<file path="src/rtl/load_store_unit.sv">
// RV32I memory stage: one load or store in flight. It checks legality, drives a word-aligned
// valid/ready data port, and returns sign/zero-extended load data to writeback.
module load_store_unit #(
    parameter int unsigned REG_SIZE  = 32,
    parameter int unsigned REG_WIDTH = 5
) (
    input  logic                 clk,
    input  logic                 reset,
    input  logic                 req_valid,
    output logic                 req_ready,
    input  logic                 req_we,
    input  logic [2:0]           req_funct3,
    input  logic [REG_SIZE-1:0]  req_addr,
    input  logic [REG_SIZE-1:0]  req_wdata,
    input  logic [REG_WIDTH-1:0] req_rd,
    output logic                 mem_valid,
    input  logic                 mem_ready,
    output logic                 mem_we,
    output logic [REG_SIZE-1:0]  mem_addr,
    output logic [REG_SIZE-1:0]  mem_wdata,
    output logic [3:0]           mem_wstrb,
    input  logic                 mem_rvalid,
    input  logic [REG_SIZE-1:0]  mem_rdata,
    output logic                 wb_valid,
    output logic [REG_WIDTH-1:0] wb_rd,
    output logic [REG_SIZE-1:0]  wb_data,
    output logic                 st_done,
    output logic                 exc_valid,
    output logic [REG_SIZE-1:0]  exc_addr
);

    typedef enum logic [1:0] {IDLE, REQ, WAIT_R} state_t;

    state_t               state_q, state_d;
    logic                 req_ready_q, req_ready_d;
    logic                 mem_valid_q, mem_valid_d;
    logic                 mem_we_q, mem_we_d;
    logic [REG_SIZE-1:0]  mem_addr_q, mem_addr_d;
    logic [REG_SIZE-1:0]  mem_wdata_q, mem_wdata_d;
    logic [3:0]           mem_wstrb_q, mem_wstrb_d;
    logic [2:0]           funct3_q, funct3_d;
    logic [1:0]           off_q, off_d;
    logic [REG_WIDTH-1:0] rd_q, rd_d;
    logic                 wb_valid_q, wb_valid_d;
    logic [REG_WIDTH-1:0] wb_rd_q, wb_rd_d;
    logic [REG_SIZE-1:0]  wb_data_q, wb_data_d;
    logic                 st_done_q, st_done_d;
    logic                 exc_valid_q, exc_valid_d;
    logic [REG_SIZE-1:0]  exc_addr_q, exc_addr_d;

    logic                 accept;
    logic                 funct3_bad;
    logic                 misaligned;
    logic                 acc_fault;
    logic [REG_SIZE-1:0]  rdata_sh;
    logic [REG_SIZE-1:0]  load_ext;

    // State register and all registered outputs
    always_ff @(posedge clk or posedge reset) begin
        if (reset) begin
            state_q     <= IDLE;
            req_ready_q <= 1'b1;
            mem_valid_q <= 1'b0;
            mem_we_q    <= 1'b0;
            mem_addr_q  <= '0;
            mem_wdata_q <= '0;
            mem_wstrb_q <= '0;
            funct3_q    <= '0;
            off_q       <= '0;
            rd_q        <= '0;
            wb_valid_q  <= 1'b0;
            wb_rd_q     <= '0;
            wb_data_q   <= '0;
            st_done_q   <= 1'b0;
            exc_valid_q <= 1'b0;
            exc_addr_q  <= '0;
        end else begin
            state_q     <= state_d;
            req_ready_q <= req_ready_d;
            mem_valid_q <= mem_valid_d;
            mem_we_q    <= mem_we_d;
            mem_addr_q  <= mem_addr_d;
            mem_wdata_q <= mem_wdata_d;
            mem_wstrb_q <= mem_wstrb_d;
            funct3_q    <= funct3_d;
            off_q       <= off_d;
            rd_q        <= rd_d;
            wb_valid_q  <= wb_valid_d;
            wb_rd_q     <= wb_rd_d;
            wb_data_q   <= wb_data_d;
            st_done_q   <= st_done_d;
            exc_valid_q <= exc_valid_d;
            exc_addr_q  <= exc_addr_d;
        end
    end

    // Legality of the presented access, evaluated only at accept
    always_comb begin
        accept     = req_valid && req_ready_q;
        funct3_bad = req_we ? (req_funct3[2] || (req_funct3[1:0] == 2'b11))
                            : ((req_funct3 == 3'b011) || (req_funct3[2:1] == 2'b11));
        misaligned = ((req_funct3[1:0] == 2'b01) && req_addr[0])
                  || ((req_funct3[1:0] == 2'b10) && (req_addr[1:0] != 2'b00));
        acc_fault  = funct3_bad || misaligned;
    end

    // Next-state logic
    always_comb begin
        state_d = state_q;
        unique case (state_q)
            IDLE:    if (accept && !acc_fault) state_d = REQ;
            REQ:     if (mem_ready) state_d = mem_we_q ? IDLE : WAIT_R;
            WAIT_R:  if (mem_rvalid) state_d = IDLE;
            default: state_d = IDLE;
        endcase
    end

    // Load lane select and extension
    always_comb begin
        rdata_sh = mem_rdata >> {off_q, 3'b000};
        case (funct3_q)
            3'b000:  load_ext = REG_SIZE'({{24{rdata_sh[7]}}, rdata_sh[7:0]});
            3'b001:  load_ext = REG_SIZE'({{16{rdata_sh[15]}}, rdata_sh[15:0]});
            3'b100:  load_ext = REG_SIZE'({24'd0, rdata_sh[7:0]});
            3'b101:  load_ext = REG_SIZE'({16'd0, rdata_sh[15:0]});
            default: load_ext = rdata_sh;
        endcase
    end

    // Output / datapath next values; mem_* and writeback fields hold unless updated
    always_comb begin
        req_ready_d = (state_d == IDLE);
        mem_valid_d = (state_d == REQ);
        mem_we_d    = mem_we_q;
        mem_addr_d  = mem_addr_q;
        mem_wdata_d = mem_wdata_q;
        mem_wstrb_d = mem_wstrb_q;
        funct3_d    = funct3_q;
        off_d       = off_q;
        rd_d        = rd_q;
        wb_valid_d  = 1'b0;
        wb_rd_d     = wb_rd_q;
        wb_data_d   = wb_data_q;
        st_done_d   = 1'b0;
        exc_valid_d = 1'b0;
        exc_addr_d  = exc_addr_q;

        if (accept && acc_fault) begin
            exc_valid_d = 1'b1;
            exc_addr_d  = req_addr;
        end else if (accept) begin
            mem_we_d   = req_we;
            mem_addr_d = {req_addr[REG_SIZE-1:2], 2'b00};
            funct3_d   = req_funct3;
            off_d      = req_addr[1:0];
            rd_d       = req_rd;
            if (!req_we) begin
                mem_wdata_d = '0;
                mem_wstrb_d = 4'b0000;
            end else begin
                case (req_funct3[1:0])
                    2'b00: begin
                        mem_wdata_d = REG_SIZE'({4{req_wdata[7:0]}});
                        mem_wstrb_d = 4'b0001 << req_addr[1:0];
                    end
                    2'b01: begin
                        mem_wdata_d = REG_SIZE'({2{req_wdata[15:0]}});
                        mem_wstrb_d = req_addr[1] ? 4'b1100 : 4'b0011;
                    end
                    default: begin
                        mem_wdata_d = req_wdata;
                        mem_wstrb_d = 4'b1111;
                    end
                endcase
            end
        end

        if ((state_q == REQ) && mem_ready && mem_we_q) st_done_d = 1'b1;

        if ((state_q == WAIT_R) && mem_rvalid) begin
            wb_valid_d = 1'b1;
            wb_rd_d    = rd_q;
            wb_data_d  = load_ext;
        end
    end

    assign req_ready = req_ready_q;
    assign mem_valid = mem_valid_q;
    assign mem_we    = mem_we_q;
    assign mem_addr  = mem_addr_q;
    assign mem_wdata = mem_wdata_q;
    assign mem_wstrb = mem_wstrb_q;
    assign wb_valid  = wb_valid_q;
    assign wb_rd     = wb_rd_q;
    assign wb_data   = wb_data_q;
    assign st_done   = st_done_q;
    assign exc_valid = exc_valid_q;
    assign exc_addr  = exc_addr_q;

endmodule

</file>
<file path="config.mk">
export PLATFORM = sky130hd
export DESIGN_NAME = load_store_unit
export DESIGN_NICKNAME = d
export VERILOG_FILES = /design/src/rtl/load_store_unit.sv
export SDC_FILE = /design/constraint.sdc
export NUM_CORES = 1
export LEC_CHECK = 0
export ABC_AREA = 1
export CAP_MARGIN = 20
export CORE_ASPECT_RATIO = 1.75
export CORE_MARGIN = 3
export CORE_UTILIZATION = 49
export DETAILED_ROUTE_END_ITERATION = 10
export GPL_TIMING_DRIVEN = 0
export PLACE_DENSITY = 0.86
export RECOVER_POWER = 50
export SYNTH_ARGS = -nofsm -noshare
export SYNTH_HDL_FRONTEND = slang
export SYNTH_SLANG_ARGS = --single-unit
</file>
<file path="constraint.sdc">
create_clock -name clk -period 9.8 [get_ports clk]
set_input_delay 2.94 -clock clk [delete_from_list [all_inputs] [get_ports clk]]
set_output_delay 2.94 -clock clk [all_outputs]
set_load 0.05 [all_outputs]
</file>
# After elaboration in Yosys (flattened, before gate mapping)
# Index checks and enable logic that the tools add are counted.
[totals]
register_bits = 153
out_inout_bits = 143
[classes]
n_eq_ne = 11
shifts = 2
mux = 15
n_bitwise = 1
reduce_logical = 19
[op_table]
columns = ["op", "n"]
rows = [
  ["$pmux 32 s4", 1],
  ["$pmux 32 s2", 1],
  ["$mux 32", 1],
  ["$shr 32x5->32", 1],
  ["$eq 2x2->1 const B", 4],
  ["$logic_and 1x1->1", 8],
  ["$mux 2", 4],
  ["$mux 4", 2],
  ["$pmux 4 s2", 1],
  ["$eq 2x1->1 const B", 3],
  ["$eq 3x3->1 const B", 2],
  ["$logic_not 2->1", 3],
  ["$pmux 2 s3", 1],
  ["$logic_or 1x1->1", 4],
  ["$mux 1", 4],
  ["$shl 1x2->4 const A", 1],
  ["$eq 3x1->1 const B", 1],
  ["$eq 3x2->1 const B", 1],
  ["$logic_not 3->1", 1],
  ["$reduce_and 2->1", 1],
  ["$reduce_bool 2->1", 1],
  ["$logic_not 1->1", 1],
  ["$not 1->1", 1],
]

# Logic depth before layout (Yosys ltp)
# Gate-level depths: netlist of run 1.
[depth]
depth_word = 9
depth_mapped = 10
mapped_depth_nobuf = 8

# Worst setup path before layout of run 1
# Ideal clock, no wire load.
[synth_path]
path_kind = "in2reg"
startpoint = "input port req_funct3[0]"
endpoint = "register exc_addr_q[10] (netlist: exc_addr[10])"
t_arrival_ns = 3.729
required_time_ns = 9.682
path_slack_ns = 5.953
cell_stages = 8
path_buffers = 3
cell_sequence = "buf_4 -> nand3_2 -> nand2_1 -> nand2_1 -> buf_6 -> buf_4 -> nand2_1 -> nand2_1"
[synth_between]
elab_chain_len = 5
[synth_rtl]
columns = ["element", "line", "rtl"]
rows = [
  ["from (decl)", "12", "input logic [2:0] req_funct3,"],
  ["$eq 3x2->1 (tied with other cells)", "101", ": ((req_funct3 == 3'b011) || (req_funct3[2:1] == 2'b11));"],
  ["$logic_or 1x1->1 (tied with other cells)", "101", ""],
  ["$mux 1 / $logic_or 1x1->1 (equally long branches)", "100, 103", ""],
  ["$logic_or 1x1->1 *", "104", "acc_fault = funct3_bad || misaligned;"],
  ["$logic_and 1x1->1 *", "148", "if (accept && acc_fault) begin"],
  ["to (signal assigned)", "93", "exc_addr_q <= exc_addr_d;"],
  ["to (decl)", "49", "logic [REG_SIZE-1:0] exc_addr_q, exc_addr_d;"],
]
# Mark *: on every way between the ends. The rest lies on a longest branch, timed or not.
# A chain may end at the register's enable or synchronous reset.

==> results of run 1 <==
-- logic make-up after synthesis --
kind of cell | share of synthesized area
buf+inv | 0.07578
other cells | 0.0005294
compound gates | 0.06907
simple gates | 0.3139
flops | 0.5407
-- registers in the layout, indices dropped and copies added, names as in the netlist --
| register | count |
|---|---|
| wb_data | 32 |
| mem_addr | 30 |
| req_ready | 1 |
| funct3_q | 3 |
| state_q | 2 |
| mem_wdata | 32 |
| off_q | 2 |
| wb_valid | 1 |
| exc_addr | 32 |
| st_done | 1 |
| mem_valid | 1 |
| exc_valid | 1 |
| wb_rd | 5 |
| rd_q | 5 |
| mem_wstrb | 4 |
| mem_we | 1 |
-- cell usage after synthesis --
library cell,instances
nor2_1,35
inv_1,55
conb_1,1
o21ai_1,12
nor2_4,2
buf_6,6
nand3_4,1
nand2_1,386
nor3_1,3
nor2_2,2
inv_2,5
or2_2,31
nand2_2,3
nand3_1,65
o21ai_2,10
a21boi_0,2
clkbuf_2,1
buf_2,11
o211ai_1,10
buf_4,18
nand3_2,3
dfrtp_1,152
buf_1,1
o22ai_1,1
a21oi_1,11
o21ai_0,38
nand3b_1,1
clkbuf_1,12
dfstp_2,1
-- power by group through the flow --
stage / Combinational, mW / Clock, mW / Sequential [mW]
2_1_floorplan: 0.556 / 0 / 2.00
3_3_place_gp: 2.25 / 0 / 1.07
3_5_place_dp: 2.29 / 0 / 1.08
4_1_cts: 2.30 / 0.682 / 1.08
5_1_grt: 2.41 / 0.711 / 1.12
6_report: 2.28 / 0.674 / 1.08
-- worst min-delay path by stage --
stage          cells after the start          from           end  slack (ps)
3_3_place_gp                       2  mem_wstrb[3]  mem_wstrb[3]         460
6_report                           2  mem_addr[18]  mem_addr[18]         480
2_1_floorplan                      2   funct3_q[0]   funct3_q[0]         450
4_1_cts                            2  mem_wdata[7]  mem_wdata[7]         480
3_5_place_dp                       2  mem_wdata[7]  mem_wdata[7]         460
5_1_grt                            2  mem_wdata[7]  mem_wdata[7]         500
-- layer usage --
layer  track usage  up-vias  share of wire
li1              -     3275              -
met1        0.3024     3192           0.35
met2        0.5330      290           0.53
met3       0.06137       73          0.057
met4        0.1623        0          0.059
met5             0        -              0
-- per-stage QoR --
stage                     cells  worst slack, ps  cell area [µm²]  hold WS (ps)
final                      1340             3572            10360         477.5
after detailed placement   1308             5158             9843         464.2
after CTS                  1340             5070            10440         481.1
after global placement     1307            704.6             9811         461.7
after floorplan             880             2740             7087         453.0
after global routing       1340             2881            10360         503.2
-- final cells by class --
cell class	count	area (µm²)
clock buffer	18	439.2
buffer	49	257.7
tap	177	221.5
clock inverter	14	161.4
fill	1042	3686
timing repair buffer	251	2530
inverter	60	226.5
sequential	153	3830
multi-input combinational	618	2698
==> metrics.cfg, run 1 <==
[run_status]
status = finished, violations left
violations = capacitance limit, slew limit

[synthesis]
yosysWarnings = 0
avgSynthCellArea_um2 = 8.058
ys_types = 29
yosysTopAreaCell = dfrtp_1
synthesis.area_um2 = 7083
ys_seq_area_frac = 0.5407
netlist.area_leader.share = 0.5370
synth_cells = 879
synthTopCellsByArea = dfrtp_1 54%, nand2_1 20%, nand3_1 4.6%, inv_1 2.9%, or2_2 2.7%
ys_ff_latch = 153

[detailed_routing]
dr.pass1.iters = 5
vias = 6830
antenna_left = 0
routed_wl_um = 22830
wl_per_cell_um = 17.04
drc = 0
routed_via_density = 5.097
drtIter0Drc = 304

[layout]
final_net_count = 1260
layout_commonest_cell = nand2_1
area_growth_syn_to_layout_pct = 46.32
drive_gt1_frac = 0.09458
mostFrequentLayoutCells = 386 x nand2_1, 246 x clkdlybuf4s50_1, 152 x dfrtp_1, 68 x nand3_1, 56 x inv_1
antennaDiodeCount = 0
fin_util = 0.7376

[worst_setup_path]
crit_cells = 2
reg2reg_from = req_ready
crit_chain = dlygate4sd3_1 > clkinvlp_2
ff2ff_path_depth = 6
cp-end-kind = async pin
crit_family = buffers and inverters
arrival_ps = 5980
cp_num_buf_inv = 2
critPathKind = in2async
worstPathRequired_ps = 9560
cp_max_fo = 97
r2r_setup_slack_ps = 7880
crit_slowest_cell = clkinvlp_2
crit_path_end = wb_valid
startpoint = reset
critPathLaunchType = primary input
critPathMaxStageDelay_ps = 2430
r2r-end = mem_addr[20]

[placed_design]
numPortBuffers = 250
gp_congestion = 0.9547
post-dp-hpwl_um = 17220

[global_route]
grt_overflow_total = 0
grt_max_degree = 98
grt_pass1_wl_um = 36140
track_usage = 0.2885
antenna_found_initial = 0
grt_pass1_vias = 7093

[power_and_ir_drop]
vdd_ir_drop_max_mv = 0.2400
switching_share = 0.4948
p_leak_nw = 5.113
power_mw = 4.031
internal_power_mw = 2.036
combPwrFrac = 0.565
switching_power_mw = 1.995
power.share.sequential = 0.268
p_per_area_nw_per_um2 = 389.0
pwr-share-clk = 0.167

[clock_network]
cts_buffer_depth = 2
cts_sinks = 153
root_buffer = clkbuf_16
cts_tree = done
clk_latency_ps = 420
ctsHtreeMaxLevel = 4
cts_resized = 0
cts_setup_buffers = 0
numCtsBuffers = 17
clk_pin_slew_ps = 60
cts_hold_buf = 0

[min_path]
hold_path.class = reg2reg

[flow_run]
cap_violations = 1

[timing]
fmax_mhz = 160.6
maxSlewHeadroom = -1.913
fin_setup_tns_ps = 0
drv_slew = 97
fin_crit_sh = 0.6355
tightest_slew_ps = 4345
final-hold-violation-count = 0
rsz0062_at_grt = no
final-setup-viol-count = 0
final.min_clock_period_ps = 6228
clock_skew_ps = 11.66

[floorplanning]
rows = 57
die_w_um = 96.89
design.core.area_um2 = 14050
initial_core_util = 0.5041
dieArea_um2 = 15990
pin_count = 253
die_h_um = 165.1

No activity file was read; power rests on OpenSTA's default activity.
==> run 2: changes to the inputs <==
--- a/config.mk
+++ b/config.mk
@@ -9,10 +9,10 @@
 export CAP_MARGIN = 20
 export CORE_ASPECT_RATIO = 1.75
 export CORE_MARGIN = 3
-export CORE_UTILIZATION = 49
+export CORE_UTILIZATION = 41
 export DETAILED_ROUTE_END_ITERATION = 10
 export GPL_TIMING_DRIVEN = 0
-export PLACE_DENSITY = 0.86
+export PLACE_DENSITY = 0.77
 export RECOVER_POWER = 50
 export SYNTH_ARGS = -nofsm -noshare
 export SYNTH_HDL_FRONTEND = slang
==> constraint.sdc (replaced) <==
create_clock -name clk -period 5.6 [get_ports clk]
set_input_delay 1.68 -clock clk [delete_from_list [all_inputs] [get_ports clk]]
set_output_delay 1.68 -clock clk [all_outputs]
set_load 0.05 [all_outputs]
==> metrics.cfg, run 2 (synthesis results as in run 1) <==
[worst_setup_path]
critPathKind = in2async
cp_max_fo = 33  ; -66%
critPathMaxStageDelay_ps = 1320  ; -1110 ps
worstPathRequired_ps = 5800  ; -3760 ps
cp-end-kind = async pin
critPathLaunchType = primary input
crit_family = buffers and inverters
crit_slowest_cell = clkbuf_1
crit_chain = dlygate4sd3_1 > clkinvlp_2 > clkbuf_1
arrival_ps = 4210  ; -1770 ps
cp_num_buf_inv = 3  ; +1

[layout]
final_net_count = 1263  ; +0.24%
layout.cells.non_filler = 1394  ; +4.0%
mostFrequentLayoutCells = 386 x nand2_1, 246 x clkdlybuf4s50_1, 152 x dfrtp_1, 68 x nand3_1, 55 x inv_1
area_growth_syn_to_layout_pct = 47.52
drive_gt1_frac = 0.09091  ; -0.003674
finish.instance_area_um2 = 10450  ; +0.82%
layout_commonest_cell = nand2_1
fin_util = 0.6165  ; -0.1211

[floorplanning]
initial_core_util = 0.4179  ; -0.08620
design.core.area_um2 = 16950  ; +21%
die_h_um = 179.9  ; +9.0%
rows = 63  ; +11%
dieArea_um2 = 18950  ; +19%
die_w_um = 105.4  ; +8.7%
pin_count = 253  ; unchanged

[detailed_routing]
drtIter0Drc = 281  ; -7.6%
routed_via_density = 4.808  ; -5.7%
wl_per_cell_um = 16.92  ; -0.67%
antenna_left = 0  ; unchanged
drc = 0  ; unchanged
vias = 6702  ; -1.9%
routed_wl_um = 23590  ; +3.3%
dr.pass1.iters = 5  ; unchanged

[placed_design]
gp_congestion = 0.9573  ; +0.27%
post-dp-hpwl_um = 18420  ; +6.9%
dp_cells = 1361  ; +4.1%
numPortBuffers = 250  ; unchanged
post_dp_cell_area_um2 = 9957  ; +1.2%

[timing]
final-hold-violation-count = 0  ; unchanged
hold_slack_ps = 479.1  ; +1.528 ps
rsz0062_at_grt = no
final-setup-viol-count = 0  ; unchanged
fin_setup_tns_ps = 0  ; unchanged
maxSlewHeadroom = -0.1618  ; +1.751
fin_crit_sh = 0.7154
drv_slew = 34  ; -65%
clock_skew_ps = 7.617  ; -4.040 ps
final.min_clock_period_ps = 4006
tightest_slew_ps = 1743  ; -2602 ps
fmax_mhz = 249.6

[clock_network]
cts_tree = done
cts_sinks = 153  ; unchanged
cts_buffer_depth = 2  ; unchanged
ctsHtreeMaxLevel = 4  ; unchanged
clk_pin_slew_ps = 60  ; about the same
clk_latency_ps = 420  ; about the same
numCtsBuffers = 17  ; unchanged
cts_hold_buf = 0  ; unchanged
root_buffer = clkbuf_16
cts_resized = 0  ; unchanged
cts_setup_buffers = 0  ; unchanged

[power_and_ir_drop]
p_leak_nw = 5.111  ; about the same
switching_power_mw = 3.480  ; +74%
switching_share = 0.4909  ; -0.003943
pwr-share-clk = 0.170  ; +0.003
p_per_area_nw_per_um2 = 678.4  ; +74%
combPwrFrac = 0.563  ; -0.002
vdd_ir_drop_max_mv = 0.4311  ; +80%
internal_power_mw = 3.609  ; +77%
power.share.sequential = 0.267  ; about the same

[global_route]
track_usage = 0.2551  ; -0.03340
grt_pass1_wl_um = 37730  ; +4.4%
grt_overflow_total = 0  ; unchanged
antenna_found_initial = 1  ; +1
grt_max_degree = 39  ; -60%
grt_pass1_vias = 7021  ; -1.0%

[run_status]
status = finished, violations left
violations = capacitance limit, slew limit

[min_path]
hold_path.class = reg2reg

[flow_run]
cap_violations = 1  ; unchanged

==> run 2: changes by cell type in the layout (fill, tap and decap cells not counted) <==
| cell | previous run | this run |
|---|---|---|
| buf_12 | 0 | 2 |
| buf_16 | 1 | 0 |
| buf_4 | 13 | 12 |
| buf_6 | 2 | 1 |
| bufinv_16 | 2 | 3 |
| clkbuf_1 | 25 | 30 |
| clkbuf_8 | 1 | 2 |
| clkinv_1 | 0 | 1 |
| diode_2 | 0 | 1 |
| inv_1 | 56 | 55 |
| inv_6 | 6 | 4 |
| inv_8 | 1 | 0 |
| o21ai_1 | 10 | 12 |
| o21ai_2 | 10 | 8 |
==> run 2: worst register-to-register path, cell delays in order (launching register included) <==
cell and delay, ps:
dfstp_2 390, nand2_1 100, inv_1 70, nand3_1 290
clkbuf_1 500, clkbuf_1 470, nand2_1 120, nand2_1 90
==> run 2: cell type report <==
class	instances	area [µm²]
Antenna cell	1	2.502
Multi-Input combinational cell	618	2690
Clock buffer	20	456.7
Tap cell	227	284.0
Inverter	60	226.5
Timing Repair Buffer	254	2550
Fill cell	1499	6499
Sequential cell	153	3830
Buffer	49	246.5
Clock inverter	12	162.7
==> run 2: final timing paths <==
check / startpoint / end / slack (ps) / cells after the start
setup / recovery: reset / mem_wstrb[3] / 1590 / 3
hold / removal: mem_wstrb[1] / mem_wstrb[1] / 480 / 2
setup reg to reg: req_ready / mem_addr[16] / 3520 / 7
hold reg to reg: mem_wstrb[1] / mem_wstrb[1] / 480 / 2
max in group clk: req_funct3[0] / mem_addr[16] / 1610 / 8
min in group asynchronous: reset / wb_data[8] / 1910 / 2
==> run 2: power by group through the flow <==
stage / Clock, mW / Sequential, mW / Combinational, mW
finish: 1.21 / 1.89 / 3.99
global route: 1.27 / 1.95 / 4.22
CTS: 1.23 / 1.90 / 4.04
detailed placement: 0 / 1.90 / 4.03
global placement: 0 / 1.89 / 3.99
floorplan: 0 / 3.51 / 0.973
==> run 2: stage by stage <==
step	setup slack, ps	total power, mW
2_1_floorplan	1990	4.480
3_3_place_gp	580.9	5.874
3_5_place_dp	2209	5.924
4_1_cts	2118	7.166
5_1_grt	1083	7.444
6_report	1594	7.088
==> run 2: metal layers <==
layer	GRT usage	share of wire	vias to the layer above
met3	0.05246	0.054	66
met5	0	0	-
li1	-	-	3279
met1	0.2653	0.35	3106
met4	0.1319	0.051	0
met2	0.4726	0.54	251
==> run 3: changes to the inputs <==
--- a/config.mk
+++ b/config.mk
@@ -9,10 +9,10 @@
 export CAP_MARGIN = 20
 export CORE_ASPECT_RATIO = 1.75
 export CORE_MARGIN = 3
-export CORE_UTILIZATION = 41
+export CORE_UTILIZATION = 45
 export DETAILED_ROUTE_END_ITERATION = 10
 export GPL_TIMING_DRIVEN = 0
-export PLACE_DENSITY = 0.77
+export PLACE_DENSITY = 0.8
 export RECOVER_POWER = 50
 export SYNTH_ARGS = -nofsm -noshare
 export SYNTH_HDL_FRONTEND = slang
==> constraint.sdc (replaced) <==
create_clock -name clk -period 3.7 [get_ports clk]
set_input_delay 1.11 -clock clk [delete_from_list [all_inputs] [get_ports clk]]
set_output_delay 1.11 -clock clk [all_outputs]
set_load 0.05 [all_outputs]
==> metrics.cfg, run 3 (synthesis results as in run 1) <==
[power_and_ir_drop]
combPwrFrac = 0.564  ; about the same
internal_power_mw = 5.327  ; +48%
vdd_ir_drop_max_mv = 0.6297  ; +46%
switching_power_mw = 5.315  ; +53%
p_leak_nw = 5.120  ; +0.19%
p_per_area_nw_per_um2 = 1023  ; +51%
power.share.sequential = 0.269  ; +0.002
switching_share = 0.4994  ; +0.008526
pwr-share-clk = 0.167  ; -0.003

[layout]
drive_gt1_frac = 0.09434  ; +0.003431
layout_commonest_cell = nand2_1
finish.instance_area_um2 = 10400  ; -0.43%
area_growth_syn_to_layout_pct = 46.88
final_net_count = 1263  ; unchanged
mostFrequentLayoutCells = 386 x nand2_1, 246 x clkdlybuf4s50_1, 152 x dfrtp_1, 68 x nand3_1, 55 x inv_1
antennaDiodeCount = 0  ; -1
fin_util = 0.6760  ; +0.05948

[global_route]
grt_pass1_wl_um = 35650  ; -5.5%
track_usage = 0.2663  ; +0.01124
grt_pass1_vias = 6816  ; -2.9%
grt_max_degree = 40  ; +2.6%
antenna_found_initial = 0  ; -1
grt_overflow_total = 0  ; unchanged

[detailed_routing]
vias = 6750  ; +0.72%
drtIter0Drc = 301  ; +7.1%
drc = 0  ; unchanged
antenna_left = 0  ; unchanged
wl_per_cell_um = 16.87  ; -0.29%
dr.pass1.iters = 5  ; unchanged
routed_wl_um = 22810  ; -3.3%
routed_via_density = 4.993  ; +3.8%

[timing]
rsz0062_at_grt = no
drv_slew = 0  ; -100%
final-setup-viol-count = 0  ; unchanged
fin_crit_sh = 0.8200
maxSlewHeadroom = 0.3604  ; +0.5221
hold_slack_ps = 478.0  ; -1.081 ps
final.min_clock_period_ps = 3034
tightest_slew_ps = 959.5  ; -783.2 ps
final-hold-violation-count = 0  ; unchanged
fmax_mhz = 329.6
clock_skew_ps = 8.745  ; +1.127 ps

[floorplanning]
dieArea_um2 = 17340  ; -8.5%
rows = 60  ; -4.8%
initial_core_util = 0.4602  ; +0.04230
die_w_um = 100.8  ; -4.3%
design.core.area_um2 = 15390  ; -9.2%
die_h_um = 172.0  ; -4.4%
pin_count = 253  ; unchanged

[placed_design]
post_dp_cell_area_um2 = 9906  ; -0.52%
gp_congestion = 0.9623  ; +0.52%
post-dp-hpwl_um = 17670  ; -4.1%
numPortBuffers = 250  ; unchanged

[worst_setup_path]
cp_max_fo = 10  ; -70%
arrival_ps = 3390  ; -820 ps
ff2ff_path_depth = 8  ; +1
r2r_setup_slack_ps = 1800  ; -1720 ps
r2r-end = mem_addr[4]
critPathKind = in2reg
worstPathRequired_ps = 4060  ; -1740 ps
startpoint = req_funct3[0]
crit_path_end = mem_wdata[6]
cp-end-kind = register
reg2reg_from = req_ready
critPathLaunchType = primary input

[run_status]
status = finished, final reports clean

[min_path]
hp-start = exc_addr[13]
hold_path.class = reg2reg
min_path_cells = 2  ; unchanged

[clock_network]
ctsHtreeMaxLevel = 4  ; unchanged
cts_resized = 0  ; unchanged
clk_pin_slew_ps = 70  ; about the same
numCtsBuffers = 17  ; unchanged
cts_setup_buffers = 0  ; unchanged
root_buffer = clkbuf_16
cts_buffer_depth = 2  ; unchanged
cts_hold_buf = 0  ; unchanged
cts_sinks = 153  ; unchanged
clk_latency_ps = 420  ; about the same
cts_tree = done

[flow_run]
cap_violations = 0  ; -1

-- run 3: cell count changes in the layout (fill, tap and decap cells not counted), sizes merged --
cell and delta:
buf +4, bufinv -2, clkbuf -7, clkinv -1, diode -1, inv +6
-- run 3: power groups by stage --
stage	clock [mW]	sequential, mW	combinational [mW]
after floorplan	0	5.31	1.47
after global placement	0	2.85	5.99
after detailed placement	0	2.87	6.07
after CTS	1.80	2.86	6.09
after global routing	1.88	2.95	6.38
final	1.78	2.86	6.01
-- run 3: cell type report --
type	instances	area, µm²
plain buffers	49	264.0
clock inverters	15	175.2
fillers	1257	4986
repair buffers	254	2567
multi-input cells	618	2683
clock buffers	17	425.4
flip-flops and latches	153	3830
well taps	186	232.7
inverters	60	226.5
-- run 3: worst min path at each step --
stage	to	slack [ps]
CTS	mem_wdata[4]	480
finish	exc_addr[13]	480
global route	mem_wdata[13]	510
floorplan	funct3_q[0]	450
detailed placement	exc_addr[13]	460
global placement	mem_wdata[16]	460
-- run 3: per-layer routing --
layer | track usage | part of all wire | vias up | routed length [µm]
li1 | - | - | 3279 | -
met1 | 0.2874 | 0.35 | 3109 | 8090
met2 | 0.4640 | 0.51 | 275 | 11750
met3 | 0.05571 | 0.059 | 87 | 1341
met4 | 0.1742 | 0.072 | 0 | 1636
met5 | 0 | 0 | - | 0
-- run 3: worst max-delay path, cell delays in order --
cell and delay, ps:
dlygate4sd3_1 560, clkbuf_1 410, nand3_1 160, nand3_1 300, buf_6 210, clkbuf_1 420, nand2_1 110, nand2_1 90
-- run 3: per-stage QoR --
| stage | cells | power [mW] | TNS, ps | worst slack (ps) |
|---|---|---|---|---|
| 4_1_cts | 1352 | 10.75 | 0 | 793.8 |
| 2_1_floorplan | 880 | 6.780 | 0 | 659.9 |
| 6_report | 1352 | 10.64 | 0 | 666.1 |
| 3_3_place_gp | 1316 | 8.848 | -102860 | -697.9 |
| 5_1_grt | 1352 | 11.21 | 0 | 472.5 |
| 3_5_place_dp | 1320 | 8.943 | 0 | 904.0 |
